$ cat src/rtl/matmul_seq_pkg.sv
// Shared definitions for the matmul stage sequencer.
//   seq_state_t  : sequencer FSM states
//   stage_idx_w  : width of a stage index (error_stage, stage pointer), never below 1
package matmul_seq_pkg;

  typedef enum logic [1:0] {
    S_IDLE   = 2'd0,
    S_TRIG   = 2'd1,
    S_WAIT   = 2'd2,
    S_FINISH = 2'd3
  } seq_state_t;

  // A single-stage chain still needs a 1-bit index port.
  function automatic int stage_idx_w(input int num_stages);
    return (num_stages > 1) ? $clog2(num_stages) : 1;
  endfunction

endpackage

$ cat src/rtl/seq_next_stage.sv
// Combinational priority encoder over the stage enable mask.
//   mask       : enabled stages
//   ptr        : current stage index
//   next_idx   : lowest enabled index strictly above ptr (valid when none_above=0)
//   first_idx  : lowest enabled index (valid when any_en=1)
//   none_above : no enabled stage above ptr, i.e. the pass ends after ptr
//   any_en     : at least one stage enabled
module seq_next_stage #(
  parameter int NUM_STAGES = 4,
  parameter int IDX_W      = 2
) (
  input  logic [NUM_STAGES-1:0] mask,
  input  logic [IDX_W-1:0]      ptr,
  output logic [IDX_W-1:0]      next_idx,
  output logic [IDX_W-1:0]      first_idx,
  output logic                  none_above,
  output logic                  any_en
);

  // Scanning from the top down lets the last hit be the lowest index.
  always_comb begin
    next_idx   = '0;
    first_idx  = '0;
    none_above = 1'b1;
    any_en     = |mask;
    for (int i = NUM_STAGES - 1; i >= 0; i--) begin
      if (mask[i]) begin
        first_idx = IDX_W'(i);
      end
      if (mask[i] && (i > int'(ptr))) begin
        next_idx   = IDX_W'(i);
        none_above = 1'b0;
      end
    end
  end

endmodule

$ cat src/rtl/matmul_stage_sequencer.sv
// Host-side sequencer running a chain of Neurram sub-operations in order for a
// programmable number of passes, with per-stage enable masking, a per-stage
// watchdog and abort support.
//   clk, rst      : clock, asynchronous active-high reset
//   start         : run request (IDLE only); latches iterations/stage_en/timeout
//   abort         : cancel the run in progress (TRIG/WAIT only)
//   iterations    : pass count, 0 behaves as 1
//   stage_en      : per-stage enable mask
//   timeout       : per-stage cycle limit, 0 disables the watchdog
//   stage_idle    : idle status from each sub-controller
//   stage_trigger : one-hot trigger to the active stage
//   idle, done    : no run active / one-cycle end-of-run pulse
//   error         : watchdog expired in the last run (sticky until next start)
//   error_stage   : stage that timed out
//   iter_count    : passes completed in the current or last run
module matmul_stage_sequencer
  import matmul_seq_pkg::*;
#(
  parameter int NUM_STAGES = 4,
  parameter int ITER_W     = 8,
  parameter int TIMEOUT_W  = 16,
  localparam int IDX_W     = stage_idx_w(NUM_STAGES)
) (
  input  logic                  clk,
  input  logic                  rst,
  input  logic                  start,
  input  logic                  abort,
  input  logic [ITER_W-1:0]     iterations,
  input  logic [NUM_STAGES-1:0] stage_en,
  input  logic [TIMEOUT_W-1:0]  timeout,
  input  logic [NUM_STAGES-1:0] stage_idle,
  output logic [NUM_STAGES-1:0] stage_trigger,
  output logic                  idle,
  output logic                  done,
  output logic                  error,
  output logic [IDX_W-1:0]      error_stage,
  output logic [ITER_W-1:0]     iter_count
);

  seq_state_t state, next_state;

  logic [ITER_W-1:0]     cfg_iter;
  logic [NUM_STAGES-1:0] cfg_en;
  logic [TIMEOUT_W-1:0]  cfg_timeout;
  logic [IDX_W-1:0]      ptr, ptr_next;
  logic [TIMEOUT_W-1:0]  wdog, wdog_next;
  logic [ITER_W-1:0]     iter_next;
  logic                  error_next;
  logic [IDX_W-1:0]      error_stage_next;
  logic [NUM_STAGES-1:0] trigger_d;
  logic                  idle_d, done_d, launch;

  logic [NUM_STAGES-1:0] enc_mask;
  logic [IDX_W-1:0]      next_idx, first_idx;
  logic                  none_above, any_en;
  logic [ITER_W:0]       iter_plus1, iter_target;
  logic                  expire;

  assign launch = (state == S_IDLE) && start;

  // In IDLE the configuration is not latched yet, so the first stage of a new
  // run is taken straight from the stage_en input.
  assign enc_mask = (state == S_IDLE) ? stage_en : cfg_en;

  seq_next_stage #(
    .NUM_STAGES (NUM_STAGES),
    .IDX_W      (IDX_W)
  ) u_next_stage (
    .mask       (enc_mask),
    .ptr        (ptr),
    .next_idx   (next_idx),
    .first_idx  (first_idx),
    .none_above (none_above),
    .any_en     (any_en)
  );

  // Pass-end test is done one bit wider so iter_count+1 cannot wrap.
  assign iter_plus1  = {1'b0, iter_count} + (ITER_W+1)'(1);
  assign iter_target = (cfg_iter == '0) ? (ITER_W+1)'(1) : {1'b0, cfg_iter};
  // wdog counts cycles already spent, so this cycle is the timeout-th one.
  assign expire      = (cfg_timeout != '0) && (wdog == cfg_timeout - TIMEOUT_W'(1));

  // Priority inside TRIG/WAIT: abort, then completion, then watchdog expiry,
  // then acknowledge. Outputs are decoded from next_state so they line up
  // with the registered state.
  always_comb begin
    next_state       = state;
    ptr_next         = ptr;
    wdog_next        = wdog;
    iter_next        = iter_count;
    error_next       = error;
    error_stage_next = error_stage;
    case (state)
      S_IDLE: begin
        if (start) begin
          iter_next        = '0;
          error_next       = 1'b0;
          error_stage_next = '0;
          wdog_next        = '0;
          if (!any_en) begin
            next_state = S_FINISH;
          end else begin
            ptr_next   = first_idx;
            next_state = S_TRIG;
          end
        end
      end
      S_TRIG, S_WAIT: begin
        wdog_next = (&wdog) ? wdog : wdog + TIMEOUT_W'(1);
        if (abort) begin
          next_state = S_FINISH;
        end else if ((state == S_WAIT) && stage_idle[ptr]) begin
          wdog_next = '0;
          if (!none_above) begin
            ptr_next   = next_idx;
            next_state = S_TRIG;
          end else begin
            iter_next = (&iter_count) ? iter_count : iter_count + ITER_W'(1);
            if (iter_plus1 >= iter_target) begin
              next_state = S_FINISH;
            end else begin
              ptr_next   = first_idx;
              next_state = S_TRIG;
            end
          end
        end else if (expire) begin
          error_next       = 1'b1;
          error_stage_next = ptr;
          next_state       = S_FINISH;
        end else if ((state == S_TRIG) && !stage_idle[ptr]) begin
          next_state = S_WAIT;
        end
      end
      S_FINISH: next_state = S_IDLE;
      default:  next_state = S_IDLE;
    endcase

    trigger_d = (next_state == S_TRIG) ? (NUM_STAGES'(1) << ptr_next) : '0;
    idle_d    = (next_state == S_IDLE);
    done_d    = (next_state == S_FINISH);
  end

  always_ff @(posedge clk or posedge rst) begin
    if (rst) begin
      state         <= S_IDLE;
      ptr           <= '0;
      wdog          <= '0;
      cfg_iter      <= '0;
      cfg_en        <= '0;
      cfg_timeout   <= '0;
      iter_count    <= '0;
      error         <= 1'b0;
      error_stage   <= '0;
      stage_trigger <= '0;
      idle          <= 1'b1;
      done          <= 1'b0;
    end else begin
      state         <= next_state;
      ptr           <= ptr_next;
      wdog          <= wdog_next;
      iter_count    <= iter_next;
      error         <= error_next;
      error_stage   <= error_stage_next;
      stage_trigger <= trigger_d;
      idle          <= idle_d;
      done          <= done_d;
      if (launch) begin
        cfg_iter    <= iterations;
        cfg_en      <= stage_en;
        cfg_timeout <= timeout;
      end
    end
  end

endmodule

$ cat config.mk
export PLATFORM = sky130hd
export DESIGN_NAME = matmul_stage_sequencer
export DESIGN_NICKNAME = d
export VERILOG_FILES = /design/src/rtl/matmul_seq_pkg.sv /design/src/rtl/seq_next_stage.sv /design/src/rtl/matmul_stage_sequencer.sv
export SDC_FILE = /design/constraint.sdc
export NUM_CORES = 1
export LEC_CHECK = 0
export ABC_AREA = 1
export ABC_CLOCK_PERIOD_IN_PS = 3150
export CAP_MARGIN = 20
export CORE_MARGIN = 2
export CORE_UTILIZATION = 60
export DETAILED_ROUTE_END_ITERATION = 6
export DONT_BUFFER_PORTS = 1
export PLACE_DENSITY = 0.82
export SLEW_MARGIN = 20
export SYNTH_ARGS = -nofsm -noshare
export SYNTH_HDL_FRONTEND = slang
export SYNTH_SLANG_ARGS = --single-unit
$ cat constraint.sdc
create_clock -name clk -period 3.15 [get_ports clk]
set_clock_uncertainty 0.1 [all_clocks]
set_input_delay 0.63 -clock clk [delete_from_list [all_inputs] [get_ports clk]]
set_output_delay 0.63 -clock clk [all_outputs]
set_load 0.03 [all_outputs]
# After elaboration in Yosys (flattened, before gate mapping)
# Index checks and enable logic that the tools add are counted.
[word_totals] ff_bits=65 input_bits=36 output_inout_bits=17 word_cells=107
[classes] addsub=4 magnitude_cmp=5 n_eq_ne=13 shift=1 mux=52 reduce_logical=20
[op_table] operator="$mux W16" n=4
[op_table] operator="$mux W2" n=25
[op_table] operator="$mux W8" n=6
[op_table] operator="$pmux W16 S2" n=1
[op_table] operator="$add A16 B1 Y16 const B" n=1
[op_table] operator="$eq A16 B16 Y1" n=1
[op_table] operator="$pmux W8 S2" n=1
[op_table] operator="$reduce_and A16 Y1" n=1
[op_table] operator="$reduce_bool A16 Y1" n=1
[op_table] operator="$sub A16 B1 Y16 const B" n=1
[op_table] operator="$ne A2 B2 Y1 const B" n=7
[op_table] operator="$add A8 B1 Y9 const B" n=1
[op_table] operator="$ge A9 B8 Y1" n=1
[op_table] operator="$add A8 B1 Y8 const B" n=1
[op_table] operator="$logic_not A8 Y1" n=1
[op_table] operator="$mux W1" n=8
[op_table] operator="$mux W4" n=2
[op_table] operator="$pmux W2 S2" n=2
[op_table] operator="$reduce_and A8 Y1" n=1
[op_table] operator="$logic_and A1 B1 Y1" n=7
[op_table] operator="$eq A2 B2 Y1 const B" n=3
[op_table] operator="$pmux W2 S3" n=1
[op_table] operator="$reduce_and A6 Y1" n=1
[op_table] operator="$reduce_and A5 Y1" n=1
[op_table] operator="other kinds (13)" n=16

# Logic depth before layout (Yosys ltp)
# Gate-level depths: netlist of the first run.
[logic_depth] ltp_word=13 mapped_depth=22

# By module
# Synthesis of the first run repeated with hierarchy kept, for this count alone.
[hier_totals] hier_cells=598 hier_area_um2=4247.8
[modules_own_cells] mod="matmul_stage_sequencer" instances=1 cells_each=577 area_each_um2=4162.7
[modules_own_cells] mod="seq_next_stage" instances=1 cells_each=21 area_each_um2=85.1

# Worst setup path after synthesis of the first run
# Ideal clock, no wire load.
[synth_timing] kind="reg2reg" from="register iter_count[2]" to="register stage_trigger[0]" arrival_ns=2.596 slack_ns=0.338 stages_incl_launch_ff=18 path_buffers=0 path_cell_list="dfrtp_1 > inv_1 > nor3_1 > nand3_1 > nor3_1 > xor2_1 > ha_1 > nand2_1 > nor4_1 > nand2_1 > nand3_1 > nand2_1 > nand3_1 > nand2_1 > nand2_1 > o21ai_0 > nand2_1 > nor2_1"
[synth_via] elab_chain_cells=9 word_cells_on_any_way=15
[synth_lines] element="from (decl)" line="matmul_stage_sequencer.sv:37" source="output logic [ITER_W-1:0] iter_count"
[synth_lines] element="from (signal assigned)" line="matmul_stage_sequencer.sv:161" source="iter_count <= iter_next;"
[synth_lines] element="$add A8 B1 Y9 *" line="matmul_stage_sequencer.sv:78" source="assign iter_plus1 = {1'b0, iter_count} + (ITER_W+1)'(1);"
[synth_lines] element="$ge A9 B8 Y1 *" line="matmul_stage_sequencer.sv:119" source="if (iter_plus1 >= iter_target) begin"
[synth_lines] element="$mux W2" line="matmul_stage_sequencer.sv:119"
[synth_lines] element="$mux W2" line="matmul_stage_sequencer.sv:114" source="if (!none_above) begin"
[synth_lines] element="$mux W2" line="matmul_stage_sequencer.sv:112" source="end else if ((state == S_WAIT) && stage_idle[ptr]) begin"
[synth_lines] element="$mux W2" line="matmul_stage_sequencer.sv:110" source="if (abort) begin"
[synth_lines] element="$pmux W2 S3 / $pmux W2 S2 (equally long branches)" line="matmul_stage_sequencer.sv:93" source="case (state)"
[synth_lines] element="$eq A2 B1 Y1 / $shl A1 B2 Y4 (equally long branches)" line="matmul_stage_sequencer.sv:138" source="trigger_d = (next_state == S_TRIG) ? (NUM_STAGES'(1) << ptr_next) : '0;"
[synth_lines] element="$mux W4 *" line="matmul_stage_sequencer.sv:138"
[synth_lines] element="net trigger_d[0]" line="matmul_stage_sequencer.sv:50" source="logic [NUM_STAGES-1:0] trigger_d;"
[synth_lines] element="to (signal assigned)" line="matmul_stage_sequencer.sv:164" source="stage_trigger <= trigger_d;"
[synth_lines] element="to (decl)" line="matmul_stage_sequencer.sv:32" source="output logic [NUM_STAGES-1:0] stage_trigger,"
# Mark *: on every way through the listed nets, which the timed path passes. The rest lies on a longest branch.
# A chain may end at the register's enable or synchronous reset.

# Worst setup path after layout of the first run
[layout_timing] from="register iter_count[0]" to="register stage_trigger[2]"
[layout_via] elab_chain_cells=9 word_cells_on_any_way=15
[layout_lines] element="$add A8 B1 Y9" line="matmul_stage_sequencer.sv:78"
[layout_lines] element="$ge A9 B8 Y1" line="matmul_stage_sequencer.sv:119"
[layout_lines] element="$mux W2" line="matmul_stage_sequencer.sv:119"
[layout_lines] element="$mux W2" line="matmul_stage_sequencer.sv:114"
[layout_lines] element="$mux W2" line="matmul_stage_sequencer.sv:112"
[layout_lines] element="$mux W2" line="matmul_stage_sequencer.sv:110"
[layout_lines] element="$pmux W2 S2" line="matmul_stage_sequencer.sv:93"
[layout_lines] element="net ptr_next[1]" line="matmul_stage_sequencer.sv:45" source="logic [IDX_W-1:0] ptr, ptr_next;"
[layout_lines] element="$shl A1 B2 Y4" line="matmul_stage_sequencer.sv:138"
[layout_lines] element="$mux W4" line="matmul_stage_sequencer.sv:138"
[layout_lines] element="net trigger_d[2]" line="matmul_stage_sequencer.sv:50"
# The timed path passes the listed nets, and every way through them passes these cells.

==> flow_summary_export.csv, run 1 <==
group,metric,value,unit
outcome,outcome,"finished clean",
route,wirelength_met1,3.92,mm
route,routedWlPerCell,14.4,µm
route,via_count,3830,
sta,final-max-slew-violation-count,0,
cts,htree_levels,3,
power_and_ir_drop,leakage,0.00223,µW
sta,fin_hold_ws,0.0668,ns
power_and_ir_drop,internal_power,2380,µW
grt,grt_overflow,0,
sta,period_minus_slack,2.92,ns
cts,clock_path_buffers,2,
place,detailedPlacementHpwl,7.48,mm
power_and_ir_drop,power_per_cell_area,989,mW/mm²
floorplan,die_area,0.00774,mm²
route,wl_met2,4.94,mm
logic_synthesis,ys_seq_area_frac,0.385,
cts,cts-hold-fix-buffers,0,
route,ant_nets,0,
place,pre_cts_ws,0.134,ns
power_and_ir_drop,power_switching,2240,µW
floorplan,design.portCount,53,
logic_synthesis,synth.ff_latch_count,65,
cts,clkSlewWorstSetupHoldPaths,0.08,ns
power_and_ir_drop,seq_power_share,0.326,
setup_path,critPathLaunchType,"flip-flop",
route,drt_first_iter_violations,267,
worst_hold_path,min_path_type,"input pin to async pin",
power_and_ir_drop,p_clk_frac,0.159,
logic_synthesis,syn_area,0.00423,mm²
place,port_buffers,0,
logic_synthesis,synth-edff-count,0,
setup_path,timing.critical_path.fanout_max,4,
route,route.top_layer_used,"met4",
cts,clock_latency,0.35,ns
logic_synthesis,synth.cells.most_frequent,"sky130_fd_sc_hd__nand2_1 (122), sky130_fd_sc_hd__inv_1 (76), sky130_fd_sc_hd__nor2_1 (68)",
sta,timing_hold_violations_final,0,
run,drv_cap,0,
route,avgViaCountPerCell,5.59,
sta,final.period_utilization,0.927,
grt,grt_start_max_net_pins,40,
route,wirelength,9.84,mm
logic_synthesis,asyncSetResetFlopFracSynth,1.00,
logic_synthesis,syn-num-nets,621,
cts,cts_tree,"built",
route,drc,0,
cts,tritoncts.num_buffers,9,
final_layout,design.final.nets,635,
setup_path,worstSetupEndpointType,"flip-flop",
final_layout,drive_gt1_frac,0.148,
floorplan,die_y,88.0,µm
power_and_ir_drop,peakVddDrop,0.000664,V
logic_synthesis,yosys.area.top_type,"sky130_fd_sc_hd__dfrtp_1",
final_layout,syn2layout_area_growth,10.4,%
cts,cts_sinks,65,
route,route.met3.wl,723,µm
setup_path,setup.worst_path.class,"flip-flop to flip-flop",
logic_synthesis,synth-main-ff-cell,"sky130_fd_sc_hd__dfrtp_1",
sta,timing_worst_slew_pin_value,0.551,ns
route,drt-pass1-iter-count,5,
logic_synthesis,netlist_instances,570,
floorplan,core_area,0.00679,mm²
final_layout,antenna_cells,0,
cts,clockRootBuffer,"sky130_fd_sc_hd__clkbuf_8",
sta,setup-violations-final,0,
grt,first_pass_grt_wire_length,16.0,mm
logic_synthesis,synthMostInstantiatedCell,"sky130_fd_sc_hd__nand2_1",
floorplan,width_of_the_die,88.0,µm
logic_synthesis,postSynthAreaPerCell,7.42,µm²
setup_path,arrival,3.10,ns
logic_synthesis,synth_cell_types,45,
sta,tns,0,ns
power_and_ir_drop,power.combinational.fraction,0.514,
sta,timing.slew.headroom,0.633,
sta,max_clock_freq,0.342,GHz
grt,vias_in_the_first_global_route,3653,
power_and_ir_drop,netSwitchingFraction,0.484,
final_layout,nFillCells,541,
setup_path,critical_path_required,3.33,ns
final_layout,regArea,0.00163,mm²
logic_synthesis,yosys.area.top_type_share,0.379,
grt,antenna_found_initial,0,
logic_synthesis,yosys_warnings,0,
setup_path,worst_r2r_path_depth,16,
floorplan,row_count,30,
grt,groute.usage.overall,0.265,
sta,fin_ws,0.230,ns
place,gpl.final_weighted_congestion,0.945,
final_layout,multi_input_comb_area,0.00230,mm²
floorplan,floorplan.initialDensity,0.623,
logic_synthesis,synth_top_cells_by_area,"sky130_fd_sc_hd__dfrtp_1 (38%), sky130_fd_sc_hd__nand2_1 (11%), sky130_fd_sc_hd__inv_1 (6.7%)",
per-layer routing:
layer  global-route usage  vias up
met5                    0        -
met4                0.106        0
met3               0.0650       32
met2                0.458      153
met1                0.317     1777
li1                     -     1868
state kept, by name (all words and copies together), names as in the netlist, 2 cells and up:
signal,cells
iter_count,8
cfg_en,4
ptr,2
cfg_timeout,16
wdog,16
stage_trigger,4
state,2
cfg_iter,8
error_stage,2
what timing repair did:
| action | CTS | global route |
|---|---|---|
| setup buffers | 0 | 2 |
| resized for setup | 0 | 13 |
| setup endpoints to repair | 0 | 7 |
per-stage QoR:
stage / cell area (µm²) / total power [µW] / util / std cells
after floorplan: 4230 / 3260 / - / 570
after global placement: 4400 / 3690 / 0.647 / 667
final: 4670 / 4620 / 0.688 / 685
after CTS: 4600 / 4520 / 0.677 / 683
after global routing: 4670 / 5000 / 0.688 / 685
after detailed placement: 4400 / 3780 / 0.647 / 667
worst paths after layout:
| check | from | end | slack, ns |
|---|---|---|---|
| max in group asynchronous | rst | cfg_en[3] | 2.18 |
| setup / recovery | iter_count[0] | stage_trigger[2] | 0.23 |
| min in group clk | timeout[9] | cfg_timeout[9] | 0.32 |
| hold reg to reg | cfg_en[1] | cfg_en[1] | 0.41 |
| setup reg to reg | iter_count[0] | stage_trigger[2] | 0.23 |
| hold / removal | rst | cfg_timeout[11] | 0.07 |
worst max-delay path, stage by stage (launching register included):
cell and delay [ns]:
sky130_fd_sc_hd__dfrtp_1 0.41, sky130_fd_sc_hd__inv_1 0.11, sky130_fd_sc_hd__nor3_2 0.18, sky130_fd_sc_hd__nand3_1 0.14
sky130_fd_sc_hd__nor3_1 0.23, sky130_fd_sc_hd__xor2_1 0.13, sky130_fd_sc_hd__ha_1 0.35, sky130_fd_sc_hd__nand2_1 0.07
sky130_fd_sc_hd__nor4_1 0.29, sky130_fd_sc_hd__nand2_1 0.15, sky130_fd_sc_hd__nand3_2 0.12, sky130_fd_sc_hd__nand2_1 0.06
sky130_fd_sc_hd__nand3_1 0.07, sky130_fd_sc_hd__nand2_1 0.08, sky130_fd_sc_hd__a21oi_2 0.19, sky130_fd_sc_hd__nand2_1 0.08
sky130_fd_sc_hd__nor2_1 0.09
area by class of cell:
class                      count  share of cell area
multi-input combinational    412               0.492
sequential                    65               0.348
inverter                      83              0.0667
clock buffer                  10              0.0295
tap                           96              0.0257
timing repair buffer          13              0.0236
clock inverter                 6              0.0142
cells by family after synthesis:
logic type / count (synthesis) / synth area share
mux: 6 / 0.0160
xor+xnor: 19 / 0.0393
compound gates: 92 / 0.129
flops: 65 / 0.385
fa+ha+maj: 15 / 0.0444
simple gates: 280 / 0.302
buf+inv: 93 / 0.0849
power by group through the flow:
stage | clock network, µW | registers (µW) | logic (µW)
2_1_floorplan | 0 | 1490 | 1770
3_3_place_gp | 0 | 1500 | 2190
3_5_place_dp | 0 | 1520 | 2270
4_1_cts | 744 | 1500 | 2280
5_1_grt | 790 | 1550 | 2660
6_report | 737 | 1510 | 2380
cell usage in the layout (no fill, tap or decap), types with 2 or more instances in the layout:
cell type | Yosys | final
sky130_fd_sc_hd__nand4_1 | 6 | 6
sky130_fd_sc_hd__buf_4 | 2 | 12
sky130_fd_sc_hd__xor2_1 | 17 | 17
sky130_fd_sc_hd__nand2_1 | 122 | 121
sky130_fd_sc_hd__nor2_1 | 68 | 64
sky130_fd_sc_hd__nand2_2 | 3 | 4
sky130_fd_sc_hd__nand3_2 | 3 | 3
sky130_fd_sc_hd__o21a_1 | 3 | 3
sky130_fd_sc_hd__a21boi_1 | 2 | 2
sky130_fd_sc_hd__o21ai_0 | 25 | 24
sky130_fd_sc_hd__clkbuf_8 | 0 | 10
sky130_fd_sc_hd__xnor2_1 | 2 | 2
sky130_fd_sc_hd__nand3b_1 | 5 | 5
sky130_fd_sc_hd__a21oi_1 | 33 | 33
sky130_fd_sc_hd__o211ai_1 | 3 | 3
sky130_fd_sc_hd__nor2_2 | 10 | 14
sky130_fd_sc_hd__or2_2 | 4 | 4
sky130_fd_sc_hd__clkinvlp_4 | 0 | 3
sky130_fd_sc_hd__o21ai_1 | 12 | 12
sky130_fd_sc_hd__mux2_2 | 6 | 6
sky130_fd_sc_hd__nor3_1 | 9 | 8
sky130_fd_sc_hd__nand3_1 | 35 | 34
sky130_fd_sc_hd__dfrtp_1 | 64 | 64
sky130_fd_sc_hd__nor4_1 | 5 | 5
sky130_fd_sc_hd__a211oi_1 | 3 | 3
sky130_fd_sc_hd__o21ai_2 | 2 | 3
sky130_fd_sc_hd__nor3_2 | 2 | 3
sky130_fd_sc_hd__inv_1 | 76 | 75
sky130_fd_sc_hd__ha_1 | 15 | 13
sky130_fd_sc_hd__nor2_4 | 4 | 4
sky130_fd_sc_hd__inv_2 | 7 | 8
Power figures use the tool's default switching activity.
==> inputs of run 2 (changes only) <==
--- a/config.mk
+++ b/config.mk
@@ -6,8 +6,9 @@
 export NUM_CORES = 1
 export LEC_CHECK = 0
 export ABC_AREA = 1
-export ABC_CLOCK_PERIOD_IN_PS = 3150
+export ABC_CLOCK_PERIOD_IN_PS = 3100
 export CAP_MARGIN = 20
+export CORE_ASPECT_RATIO = 0.75
 export CORE_MARGIN = 2
 export CORE_UTILIZATION = 60
 export DETAILED_ROUTE_END_ITERATION = 6
==> constraint.sdc (replaced) <==
create_clock -name clk -period 3.1 [get_ports clk]
set_clock_uncertainty 0.1 [all_clocks]
set_input_delay 0.62 -clock clk [delete_from_list [all_inputs] [get_ports clk]]
set_output_delay 0.62 -clock clk [all_outputs]
set_load 0.03 [all_outputs]
==> run 2 against run 1 <==
  * Final area down 0.59%
  * Combinational power barely moved
  * First-iteration DRC count down 18%
  * Fmax increased by 1.5%
  * Sequential power about the same
  * Final cell count shrank 1.3%
  * Die area hardly changed
  * Critical path depth is the same
  * Total power decreased by 0.35%
  * Clock-buffer cell count is 1 higher
  * Non-clock buffer count is 3 higher
  * Largest cell class unchanged
  * Largest power group unchanged
==> flow_summary_export.csv, run 2 (same netlist as run 1, synthesis figures left out) <==
group,metric,value,unit
setup_path,critPathLaunchType,"flip-flop",
sta,max_clock_freq,0.348,GHz
floorplan,floorplan.initialDensity,0.619,
route,via_count,3833,
floorplan,core_area,0.00683,mm²
sta,tns,0,ns
route,avgViaCountPerCell,5.67,
setup_path,timing.critical_path.fanout_max,3,
floorplan,width_of_the_die,101,µm
cts,clock_latency,0.36,ns
final_layout,largest_registers,"cfg_timeout: 16 flops, wdog: 16 flops",
final_layout,design.final.nets,638,
grt,vias_in_the_first_global_route,3570,
sta,final-max-slew-violation-count,0,
final_layout,nFillCells,554,
place,pre_cts_ws,0.0440,ns
setup_path,timing.critical_path.slowest_cell_delay,0.38,ns
grt,first_pass_grt_wire_length,16.5,mm
floorplan,die_area,0.00775,mm²
place,port_buffers,0,
setup_path,critical_path_required,3.29,ns
power_and_ir_drop,power_per_cell_area,992,mW/mm²
final_layout,drive_gt1_frac,0.150,
floorplan,design.portCount,53,
cts,clock_path_buffers,2,
final_layout,regArea,0.00163,mm²
grt,antenna_found_initial,0,
setup_path,worstSetupEndpointType,"flip-flop",
sta,final.period_utilization,0.928,
place,detailedPlacementHpwl,7.55,mm
grt,groute.usage.overall,0.270,
cts,cts_sinks,65,
sta,timing.slew.headroom,0.627,
sta,timing_worst_slew_pin_value,0.560,ns
run,drv_cap,0,
cts,htree_levels,3,
power_and_ir_drop,leakage,0.00223,µW
sta,period_minus_slack,2.88,ns
route,routedWlPerCell,14.7,µm
sta,timing_hold_violations_final,0,
cts,cts_tree,"built",
power_and_ir_drop,peakVddDrop,0.000531,V
setup_path,arrival,3.07,ns
sta,setup-violations-final,0,
grt,grt_start_max_net_pins,40,
final_layout,most_frequent_standard_cell_in_the_layout_excluding_fill_and_tap_cells,"sky130_fd_sc_hd__nand2_1",
setup_path,critPathBufInv,2,
setup_path,critPathTopFamily,"simple AND/OR/NAND/NOR gates",
sta,fin_ws,0.223,ns
cts,clkSlewWorstSetupHoldPaths,0.07,ns
final_layout,syn2layout_area_growth,9.79,%
setup_path,critPathMostFrequentCell,"sky130_fd_sc_hd__nand3_1",
route,ant_nets,0,
route,drt_first_iter_violations,220,
grt,grt_overflow,0,
cts,clockRootBuffer,"sky130_fd_sc_hd__clkbuf_8",
setup_path,path_cells,"buf_4, inv_1, nor3_2, nand3_1, nor3_2, xor2_1, ha_1, nand3_1, nor2_1, nor2_2, nand4_1, nand3_1, nand2_1, a21oi_2, nand2_1, nor2_1",
route,drc,0,
final_layout,final_cell_mix,"sky130_fd_sc_hd__nand2_1 (121), sky130_fd_sc_hd__inv_1 (75), sky130_fd_sc_hd__nor2_1 (66)",
outcome,outcome,"finished clean",
cts,tritoncts.num_buffers,9,
worst_hold_path,min_path_type,"input pin to flip-flop",
power_and_ir_drop,total_power,4610,µW
setup_path,setup.worst_path.class,"flip-flop to flip-flop",
final_layout,multi_input_comb_area,0.00230,mm²
final_layout,antenna_cells,0,
setup_path,critical-path-slowest-cell,"sky130_fd_sc_hd__dfrtp_1",
place,gpl.final_weighted_congestion,0.939,
route,wirelength,9.97,mm
floorplan,row_count,26,
route,drt-pass1-iter-count,6,
floorplan,die_y,76.7,µm
## run 2: cell count changes in the layout (fill, tap and decap cells not counted), sizes merged
cell         previous run  this run
buf                    13        15
clkinv                  1         3
bufinv                  1         0
clkbuf                 10        11
clkinvlp                3         2
dlygate4sd3             0         1
inv                    84        83
## run 2: cell type report
type	instances	share of cell area
clock inverters	5	0.00647
flip-flops and latches	65	0.350
multi-input cells	412	0.494
inverters	83	0.0671
repair buffers	16	0.0264
clock buffers	11	0.0326
well taps	84	0.0226
## run 2: path summary, 6_finish.rpt
kind	from	endpoint	slack, ns	cells after the start
worst max-delay path	iter_count[1]	stage_trigger[2]	0.22	16
worst min-delay path	timeout[15]	cfg_timeout[15]	0.31	1
worst max register to register	iter_count[1]	stage_trigger[2]	0.22	16
worst min register to register	cfg_en[0]	cfg_en[0]	0.39	2
max in group asynchronous	rst	cfg_iter[4]	1.77	3
min in group asynchronous	rst	state[0]	0.46	2
## run 2: per-layer routing
metal | routed length, µm | global-route usage | up-vias | part of all wire
li1 | - | - | 1885 | -
met1 | 4680 | 0.391 | 1786 | 0.47
met2 | 4450 | 0.398 | 146 | 0.45
met3 | 690 | 0.0647 | 16 | 0.069
met4 | 151 | 0.0892 | 0 | 0.015
met5 | 0 | 0 | - | 0
## run 2: what timing repair did
| action | in CTS | in global routing |
|---|---|---|
| hold buffers | 1 | 0 |
| gates resized for setup | 0 | 12 |
| buffers inserted | 0 | 4 |
| setup endpoints to repair | 0 | 9 |
| endpoints found under the hold margin | 1 | 0 |
## run 2: worst reg2reg max path, cell delays in order (launching register included)
cell                      delay, ns
sky130_fd_sc_hd__dfrtp_1       0.38
sky130_fd_sc_hd__buf_4         0.12
sky130_fd_sc_hd__inv_1         0.05
sky130_fd_sc_hd__nor3_2        0.20
sky130_fd_sc_hd__nand3_1       0.17
sky130_fd_sc_hd__nor3_2        0.17
sky130_fd_sc_hd__xor2_1        0.23
sky130_fd_sc_hd__ha_1          0.30
sky130_fd_sc_hd__nand3_1       0.14
sky130_fd_sc_hd__nor2_1        0.08
sky130_fd_sc_hd__nor2_2        0.17
sky130_fd_sc_hd__nand4_1       0.15
sky130_fd_sc_hd__nand3_1       0.11
sky130_fd_sc_hd__nand2_1       0.08
sky130_fd_sc_hd__a21oi_2       0.19
sky130_fd_sc_hd__nand2_1       0.07
sky130_fd_sc_hd__nor2_1        0.09
## run 2: metrics by stage
step,cell area (µm²),utilization,cells,hold slack (ns)
finish,4640,0.680,676,0.312
global route,4640,0.680,676,0.308
CTS,4560,0.668,672,0.310
detailed placement,4370,0.640,655,0.257
global placement,4370,0.640,655,0.257
floorplan,4230,-,570,0.353
## run 2: where the power goes
group	switching, µW	internal [µW]	total [µW]
Sequential	378	1150	1530
Clock	344	329	673
Combinational	1540	860	2400
